<file path="src/rtl/skew_shift_fifo_if.sv">
`default_nettype none
// ============================================================================
// Module   : skew_shift_fifo_if
// Brief    : Bus bundle for the multi-lane skewed shift delay line.
// Revision : 1.0 - initial release
// ============================================================================
interface skew_shift_fifo_if #(
  parameter int DATA_WIDTH = 8,
  parameter int LANES      = 4
) ();
  logic [LANES*DATA_WIDTH-1:0] data_i;
  logic                        valid_i;
  logic                        shift_i;
  logic                        clear_i;
  logic [LANES*DATA_WIDTH-1:0] data_o;
  logic [LANES-1:0]            valid_o;
  logic                        busy_o;

  modport master (
    output data_i, valid_i, shift_i, clear_i,
    input  data_o, valid_o, busy_o
  );

  modport slave (
    input  data_i, valid_i, shift_i, clear_i,
    output data_o, valid_o, busy_o
  );
endinterface
`default_nettype wire

</file>
<file path="src/rtl/skew_shift_fifo.sv">
`default_nettype none
// ============================================================================
// Module   : skew_shift_fifo
// Brief    : Per-lane shift delay line; lane k is BASE_DEPTH + k*SKEW_STEP deep.
// Revision : 1.0 - initial release
// ============================================================================
module skew_shift_fifo #(
  parameter int DATA_WIDTH = 8,
  parameter int LANES      = 4,
  parameter int BASE_DEPTH = 1,
  parameter int SKEW_STEP  = 1
) (
  input  logic             clk,
  input  logic             reset,
  skew_shift_fifo_if.slave bus
);

  if (LANES < 1) begin : g_chk_lanes
    $fatal(1, "skew_shift_fifo: LANES must be >= 1");
  end
  if (BASE_DEPTH < 1) begin : g_chk_base
    $fatal(1, "skew_shift_fifo: BASE_DEPTH must be >= 1");
  end
  if (SKEW_STEP < 0) begin : g_chk_skew
    $fatal(1, "skew_shift_fifo: SKEW_STEP must be >= 0");
  end

  logic [LANES-1:0] w_lane_busy;

  for (genvar k = 0; k < LANES; k++) begin : g_lane
    localparam int c_depth = BASE_DEPTH + k * SKEW_STEP;

    // Stage 0 is the head, stage c_depth-1 is the tail.
    logic [c_depth-1:0][DATA_WIDTH-1:0] data_q;
    logic [c_depth-1:0][DATA_WIDTH-1:0] data_d;
    logic [c_depth-1:0]                 valid_q;
    logic [c_depth-1:0]                 valid_d;
    logic [c_depth-1:0][DATA_WIDTH-1:0] w_shift_data;
    logic [c_depth-1:0]                 w_shift_valid;
    logic [DATA_WIDTH-1:0]              w_tail_data;

    // Bubbles enter as zero so they add nothing downstream.
    assign w_tail_data = bus.valid_i ? bus.data_i[k*DATA_WIDTH +: DATA_WIDTH]
                                     : '0;

    if (c_depth > 1) begin : g_multi
      assign w_shift_data  = {w_tail_data, data_q[c_depth-1:1]};
      assign w_shift_valid = {bus.valid_i, valid_q[c_depth-1:1]};
    end else begin : g_single
      assign w_shift_data  = w_tail_data;
      assign w_shift_valid = bus.valid_i;
    end

    always_comb begin
      data_d  = data_q;
      valid_d = valid_q;
      if (bus.clear_i) begin
        data_d  = '0;
        valid_d = '0;
      end else if (bus.shift_i) begin
        data_d  = w_shift_data;
        valid_d = w_shift_valid;
      end
    end

    always_ff @(posedge clk) begin
      if (reset) begin
        data_q  <= '0;
        valid_q <= '0;
      end else begin
        data_q  <= data_d;
        valid_q <= valid_d;
      end
    end

    assign bus.data_o[k*DATA_WIDTH +: DATA_WIDTH] = data_q[0];
    assign bus.valid_o[k]                         = valid_q[0];
    assign w_lane_busy[k]                         = |valid_q;
  end

  assign bus.busy_o = |w_lane_busy;

endmodule
`default_nettype wire

</file>
<file path="src/flat_wrapper.sv">
// flat-port wrapper written by rule: the top's interface ports become plain ports
module skew_shift_fifo_flat 
#(
  parameter int DATA_WIDTH = 8,
  parameter int LANES      = 4,
  parameter int BASE_DEPTH = 1,
  parameter int SKEW_STEP  = 1
)
  (clk, reset, bus_data_i, bus_valid_i, bus_shift_i, bus_clear_i, bus_data_o, bus_valid_o, bus_busy_o);
  skew_shift_fifo_if #(.DATA_WIDTH(DATA_WIDTH), .LANES(LANES)) bus_i ();
  input  logic clk;
  input  logic reset;
  input wire logic [$bits(bus_i.data_i)-1:0] bus_data_i;
  input wire logic [$bits(bus_i.valid_i)-1:0] bus_valid_i;
  input wire logic [$bits(bus_i.shift_i)-1:0] bus_shift_i;
  input wire logic [$bits(bus_i.clear_i)-1:0] bus_clear_i;
  output wire logic [$bits(bus_i.data_o)-1:0] bus_data_o;
  output wire logic [$bits(bus_i.valid_o)-1:0] bus_valid_o;
  output wire logic [$bits(bus_i.busy_o)-1:0] bus_busy_o;
  assign bus_i.data_i = bus_data_i;
  assign bus_i.valid_i = bus_valid_i;
  assign bus_i.shift_i = bus_shift_i;
  assign bus_i.clear_i = bus_clear_i;
  assign bus_data_o = bus_i.data_o;
  assign bus_valid_o = bus_i.valid_o;
  assign bus_busy_o = bus_i.busy_o;
  skew_shift_fifo #(.DATA_WIDTH(DATA_WIDTH), .LANES(LANES), .BASE_DEPTH(BASE_DEPTH), .SKEW_STEP(SKEW_STEP)) u_core (.clk(clk), .reset(reset), .bus(bus_i));
endmodule
</file>
<file path="config.mk">
export PLATFORM = sky130hd
export DESIGN_NAME = skew_shift_fifo_flat
export DESIGN_NICKNAME = d
export VERILOG_FILES = /design/src/rtl/skew_shift_fifo_if.sv /design/src/rtl/skew_shift_fifo.sv /design/src/flat_wrapper.sv
export SDC_FILE = /design/constraint.sdc
export NUM_CORES = 1
export LEC_CHECK = 0
export ABC_AREA = 1
export BUFFER_PORTS_ARGS = -buffer_cell sky130_fd_sc_hd__buf_2
export CORE_UTILIZATION = 25
export DETAILED_ROUTE_END_ITERATION = 12
export GPL_ROUTABILITY_DRIVEN = 0
export PLACE_DENSITY = 0.52
export SLEW_MARGIN = 30
export SYNTH_ARGS = -nofsm -noshare
export SYNTH_HDL_FRONTEND = slang
export SYNTH_SLANG_ARGS = --single-unit
</file>
<file path="constraint.sdc">
create_clock -name clk -period 1.1 [get_ports clk]
set_input_delay 0.11 -clock clk [delete_from_list [all_inputs] [get_ports clk]]
set_output_delay 0.11 -clock clk [all_outputs]
set_load 0.05 [all_outputs]
</file>
# --- Word level (Yosys, flattened, before mapping) ---
# Index checks and enable logic that the tools add are counted.
totals:
  wordCells: 20
  out_inout_bits: 37
  input_bits: 37
  ff_bits: 90
op_classes:
  muxes: 4
  reduce_logical: 2
ops:
  columns: ["op", "n"]
  rows:
  - ["$mux 8", 4]
  - ["$reduce_or 10->1", 1]
  - ["$reduce_or 2->1", 1]

# --- Depth between registers and ports, before layout ---
# Gate-level depths: netlist (run 1).
depth:
  depth_word: 1
  depth_mapped: 5

# --- Worst setup path after synthesis (run 1) ---
# OpenSTA, ideal clock, no wires.
synth_timing:
  path_type: "register -> output"
  from: "register u_core.g_lane[3].valid_q[1]"
  to: "output bus_busy_o"
  setup_slack_ns: -0.111
  path_buffers: 0
  path_stages_with_launch: 3
  arrival_ns: 1.101
  path_cell_list: "dfxtp_1 > nor2_1 > nand2_1"
synth_via:
  elab_chain_len: 1
synth_lines:
  columns: ["item", "line", "text"]
  rows:
  - ["start: declaration", "skew_shift_fifo.sv:36", "logic [c_depth-1:0] valid_q;"]
  - ["start signal: assignment", "skew_shift_fifo.sv:72", "valid_q <= valid_d;"]
  - ["$reduce_or 10->1", "skew_shift_fifo.sv:81", "assign bus.busy_o = |w_lane_busy;"]
  - ["end: declaration", "flat_wrapper.sv:19", "output wire logic [$bits(bus_i.busy_o)-1:0] bus_busy_o;"]
# No other way between the ends.

# --- Final worst setup path (run 1) ---
# Ends and elaborated chain as after synthesis.

==> impl_metrics.tcl, run 1 <==
set metrics [dict create \
    status "finished, violations left" \
    violations "setup timing" \
    clock_latency_ns 0.33 \
    avgSynthCellArea_um2 7.99 \
    drive_gt1_share_pct 23.3 \
    fin_setup_tns_ns -0.0363 \
    yosys_warnings 0 \
    worstSetupStartpointType "register" \
    pre_cts_ws_ns 0.153 \
    critical_path_class "reg -> out" \
    fmax_ghz 0.880 \
    cts.reportedPaths.clkPinSlew_ns 0.06 \
    period_needed_ns 1.14 \
    period_share_pct 103 \
    dp.cells 590 \
    endpoint_kind "primary output" \
    die_area_um2 13200 \
    synth.distinct_cells 11 \
    dieHeight_um 115 \
    worst_pin_slew_ns 0.366 \
    ant_nets 0 \
    setup_viol_count_final 1 \
    ioPinCount 74 \
    cts_tree "built" \
    final_cell_mix "137 x nand2_1, 84 x a21oi_1, 80 x dfxtp_1, 68 x buf_2, 32 x nand3_1" \
    drt-total-wl_mm 6.98 \
    antenna_cells 0 \
    netlist_instances 398 \
    final_common_cell "nand2_1" \
    whs_ns 0.0386 \
    finalHoldViolations 0 \
    cts_hold_buffers 0 \
    cts-root-buf "clkbuf_16" \
    cp_max_fo 4 \
    syn_nets 435 \
    netlist_area_um2 3180 \
    ys_ff_latch 84 \
    synth_area_leader_cell "dfxtp_1" \
    final_util_pct 31.6 \
    grt_pass1_wl_mm 11.4 \
    fin_ws_ns -0.0363 \
    first_pass_iters 5 \
    vdd_drop_max_uv 1130 \
    grt_max_degree 85 \
    std_cell_rows 40 \
    finalNetCount 470 \
    grt_pass1_vias 2375 \
    dp_hpwl_mm 4.26 \
    p_leak_nw 1.41 \
    portBuffers 73 \
    fin_cells 606 \
    first_iter_violations 144 \
    hold_class "in -> reg" \
    clock_sinks 84 \
    vias_per_cell 4.24 \
    htree_levels 3 \
    cts_made_buffers 9 \
    die_w_um 115 \
    report.final.slew_viol_count 0 \
    num_vias 2572 \
    post_cts_buffers 0 \
    cts_buffer_depth 2 \
    yosys-top-cells-area "dfxtp_1 53%, nand2_1 16%, a21oi_1 13%" \
    track_usage_pct 11.2 \
    drv_cap 0 \
    ff2ff_setup_slack_ns 0.46 \
    initial_core_util_pct 26.0 \
    rsz0062_at_grt "yes" \
    required_ns 0.99 \
    finalClockSkew_ns 0.00455 \
    synth_top_cell_area_share_pct 52.9 \
    post_drt_wl_per_cell_um 11.5 \
    syn_to_final_growth_pct 21.6 \
    yosysSeqAreaShare_pct 52.9 \
    overflow 0 \
    p_per_area_nw_per_um2 1790 \
    core_area_um2 12200 \
    drc 0 \
    slew_headroom_pct 75.6 \
    antenna_found_initial 0 \
    crit_arrival_ns 1.03 \
]
timing repair:
| item | in CTS | in global routing |
|---|---|---|
| pin swaps | 2 | 1 |
| resized for setup | 4 | 5 |
| endpoints found under the setup margin | 2 | 7 |
synth_stat cells:
cell,number
nand2_1,137
clkbuf_1,3
dfxtp_1,84
buf_6,6
inv_1,1
buf_4,28
buf_2,19
nand3_1,32
inv_2,1
nor2_1,3
a21oi_1,84
cells by family after synthesis:
kind of cell / after synthesis / share of synthesized area, %
AO/OA/AOI/OAI: 84 / 13.2
buffers and inverters: 58 / 12.3
flip-flops: 84 / 52.9
AND/OR/NAND/NOR: 172 / 21.6
final cells by class:
type | instances | area [um2]
fillers | 1366 | 8350
flip-flops and latches | 84 | 1690
multi-input cells | 256 | 1110
repair buffers | 80 | 509
clock buffers | 10 | 229
well taps | 168 | 210
clock inverters | 6 | 111
inverters | 2 | 7.51
metal layers:
layer  global-route usage (%)  up-vias  share of wire [%]
met2                     18.7       59                 46
met4                     4.42        0                1.4
met3                     4.11        8                5.4
met5                        0        -                  0
met1                     13.2     1167                 47
li1                         -     1338                  -
power breakdown:
part           switching (W)  internal (W)  leakage, nW
clock                0.00120       0.00222        0.163
sequential         0.0000155       0.00307        0.680
combinational       0.000259      0.000137        0.569
critical path, stage by stage, from the launching register on:
cell and delay (ns):
dfxtp_2 0.33, nor2_1 0.10, nand2_1 0.09, buf_6 0.16
worst paths after layout:
kind | startpoint | cells past startpoint | endpoint
max | u_core.g_lane[3].valid_q[1] | 3 | bus_busy_o
min | bus_data_i[6] | 3 | u_core.g_lane[0].data_q[6]
max reg2reg | u_core.g_lane[1].valid_q[1] | 2 | u_core.g_lane[1].valid_q[0]
min reg2reg | u_core.bus.data_o[20] | 2 | u_core.bus.data_o[20]
state kept, by name (all words and copies together), names as in the netlist:
signal and count:
u_core.g_lane.valid_q 4, u_core.bus.data_o 24, u_core.g_lane.data_q 56
stage by stage:
stage               instance area, um2  total power [W]
detailed placement                3500          0.00356
finish                            3860          0.00690
global placement                  3500          0.00355
CTS                               3850          0.00702
global route                      3860          0.00716
floorplan                         3180          0.00341
No activity file was read; power rests on OpenSTA's default activity.
==> inputs of run 2 (changes only) <==
CORE_UTILIZATION = 57   (was 25)
PLACE_DENSITY = 0.93   (was 0.52)
==> run 2 against run 1 <==
  * The flow still finishes with violations (setup timing)
  * Clock power is 34% lower
  * Critical path depth is the same
  * Core utilization grew 38 points
  * Clock skew increased by 0.0026 ns
  * Sequential power barely moved
  * Count of clock-buffer cells in the layout decreased by 1
  * Cell count decreased by 16%
  * Combinational power is 2% lower
==> impl_metrics.tcl, run 2 (synthesis results as in run 1) <==
set metrics [dict create \
    vdd_drop_max_uv 1020 \
    busiest_layer "met2" \
    gr-usage-met1_pct 26.7 \
    finalNetCount 471 \
    htree_levels 3 \
    crit_path_top_delay_cell "dfxtp_2" \
    post_drt_wl_per_cell_um 12.4 \
    cts.reportedPaths.clkPinSlew_ns 0.08 \
    endpoint_kind "primary output" \
    p_leak_nw 1.35 \
    antenna_found_initial 0 \
    fillers 427 \
    drv_cap 0 \
    grt_pass1_vias 2415 \
    gr-usage-met3_pct 6.31 \
    finalClockSkew_ns 0.00716 \
    status "finished, violations left" \
    p_per_area_nw_per_um2 1560 \
    whs_path_depth 3 \
    first_pass_iters 4 \
    dieHeight_um 76.7 \
    hold_end "u_core.g_lane[0].data_q[2]" \
    grt_use_met2_pct 37.4 \
    hp-start "bus_data_i[2]" \
    core_area_um2 5240 \
    period_needed_ns 1.13 \
    dp.cells 492 \
    portBuffers 73 \
    cts_buffer_depth 2 \
    slew_headroom_pct 81.0 \
    cts-root-buf "clkbuf_8" \
    critical_path_class "reg -> out" \
    final_cell_mix "137 x nand2_1, 84 x a21oi_1, 80 x dfxtp_1, 52 x buf_2, 32 x nand3_1" \
    overflow 0 \
    worstRegToRegCells 3 \
    crit_buf_inv 1 \
    regArea_um2 1690 \
    report.final.slew_viol_count 0 \
    setup_viol_count_final 1 \
    cts_tree "built" \
    required_ns 0.99 \
    final_common_cell "nand2_1" \
    largest_register_ffs 56 \
    fin_cells 509 \
    largest_register "u_core.g_lane.data_q" \
    worstSetupStartpointType "register" \
    crit_family "flip-flops" \
    finalHoldViolations 0 \
    pre_cts_ws_ns 0.122 \
    ff2ff_setup_slack_ns 0.39 \
    rr_endpoint "u_core.g_lane[1].valid_q[0]" \
    grt_pass1_wl_mm 10.6 \
    die_w_um 76.7 \
    dp_hpwl_mm 3.93 \
    rr_startpoint "u_core.g_lane[1].valid_q[1]" \
    fin_setup_tns_ns -0.0325 \
    fmax_ghz 0.883 \
    drc 0 \
    whs_ns 0.0182 \
    crit_arrival_ns 1.02 \
    vias_per_cell 5.12 \
    period_share_pct 103 \
    clock_latency_ns 0.35 \
    violations "setup timing" \
    antenna_cells 0 \
    cts_made_buffers 9 \
    rsz0062_at_grt "yes" \
    syn_to_final_growth_pct 15.1 \
    ioPinCount 74 \
    crit_chain "nor2_2 -> nand2_1 -> buf_6" \
    worst_pin_slew_ns 0.284 \
    cp_max_fo 3 \
    track_usage_pct 22.6 \
    std_cell_rows 26 \
    drive_gt1_share_pct 23.9 \
    first_iter_violations 230 \
    ant_nets 0 \
    die_area_um2 5880 \
    fin_ws_ns -0.0325 \
    drt-total-wl_mm 6.29 \
    initial_core_util_pct 60.7 \
    multi_input_area_um2 1110 \
    grt_max_degree 53 \
    num_vias 2604 \
    clock_sinks 84 \
    critical-path-max-stage-delay_ns 0.35 \
    hold_class "in -> reg" \
]
-- run 2: stage by stage --
stage	utilization, %	instance area [um2]	power [W]
after global placement	64.5	3380	0.00353
after global routing	69.9	3660	0.00592
final	69.9	3660	0.00572
after floorplan	-	3180	0.00341
after CTS	68.6	3590	0.00574
after detailed placement	64.5	3380	0.00353
-- run 2: metal layers --
metal,share of wire [%],vias to the layer above
met4,2.2,0
met3,5.3,17
li1,-,1337
met1,43,1173
met5,0,-
met2,49,77
-- run 2: power by group --
group / switching, W / internal (W) / total (W)
combinational: 0.000248 / 0.000141 / 0.000388
sequential: 0.0000157 / 0.00307 / 0.00308
clock: 0.00116 / 0.00109 / 0.00225
total: 0.00142 / 0.00429 / 0.00572
-- run 2: area by class of cell --
class	count	share of cell area, %
clock buffers	9	3.38
clock inverters	7	2.29
inverters	2	0.205
multi-input cells	256	30.4
flip-flops and latches	84	46.2
well taps	70	2.39
repair buffers	81	15.2
-- run 2: worst max-delay path by stage --
stage,from,endpoint,slack (ns),depth (start not counted)
2_1_floorplan,u_core.g_lane[3].valid_q[1],bus_busy_o,0.07,2
3_3_place_gp,u_core.g_lane[1].valid_q[1],bus_busy_o,0.23,3
3_5_place_dp,bus_shift_i,u_core.g_lane[1].data_q[10],0.12,4
4_1_cts,u_core.g_lane[1].valid_q[1],bus_busy_o,-0.05,3
5_1_grt,u_core.g_lane[3].valid_q[1],bus_busy_o,-0.09,3
6_report,u_core.g_lane[3].valid_q[0],bus_busy_o,-0.03,3
-- run 2: worst min-delay path, stage by stage --
cell and delay (ns):
buf_2 0.09, nand3_1 0.07, a21oi_1 0.05
-- run 2: what timing repair did --
item | in CTS | in global routing
endpoints found under the setup margin | 2 | 22
buffers inserted | 0 | 1
resized for setup | 3 | 24
hold buffers | 0 | 0
pin swaps | 0 | 2
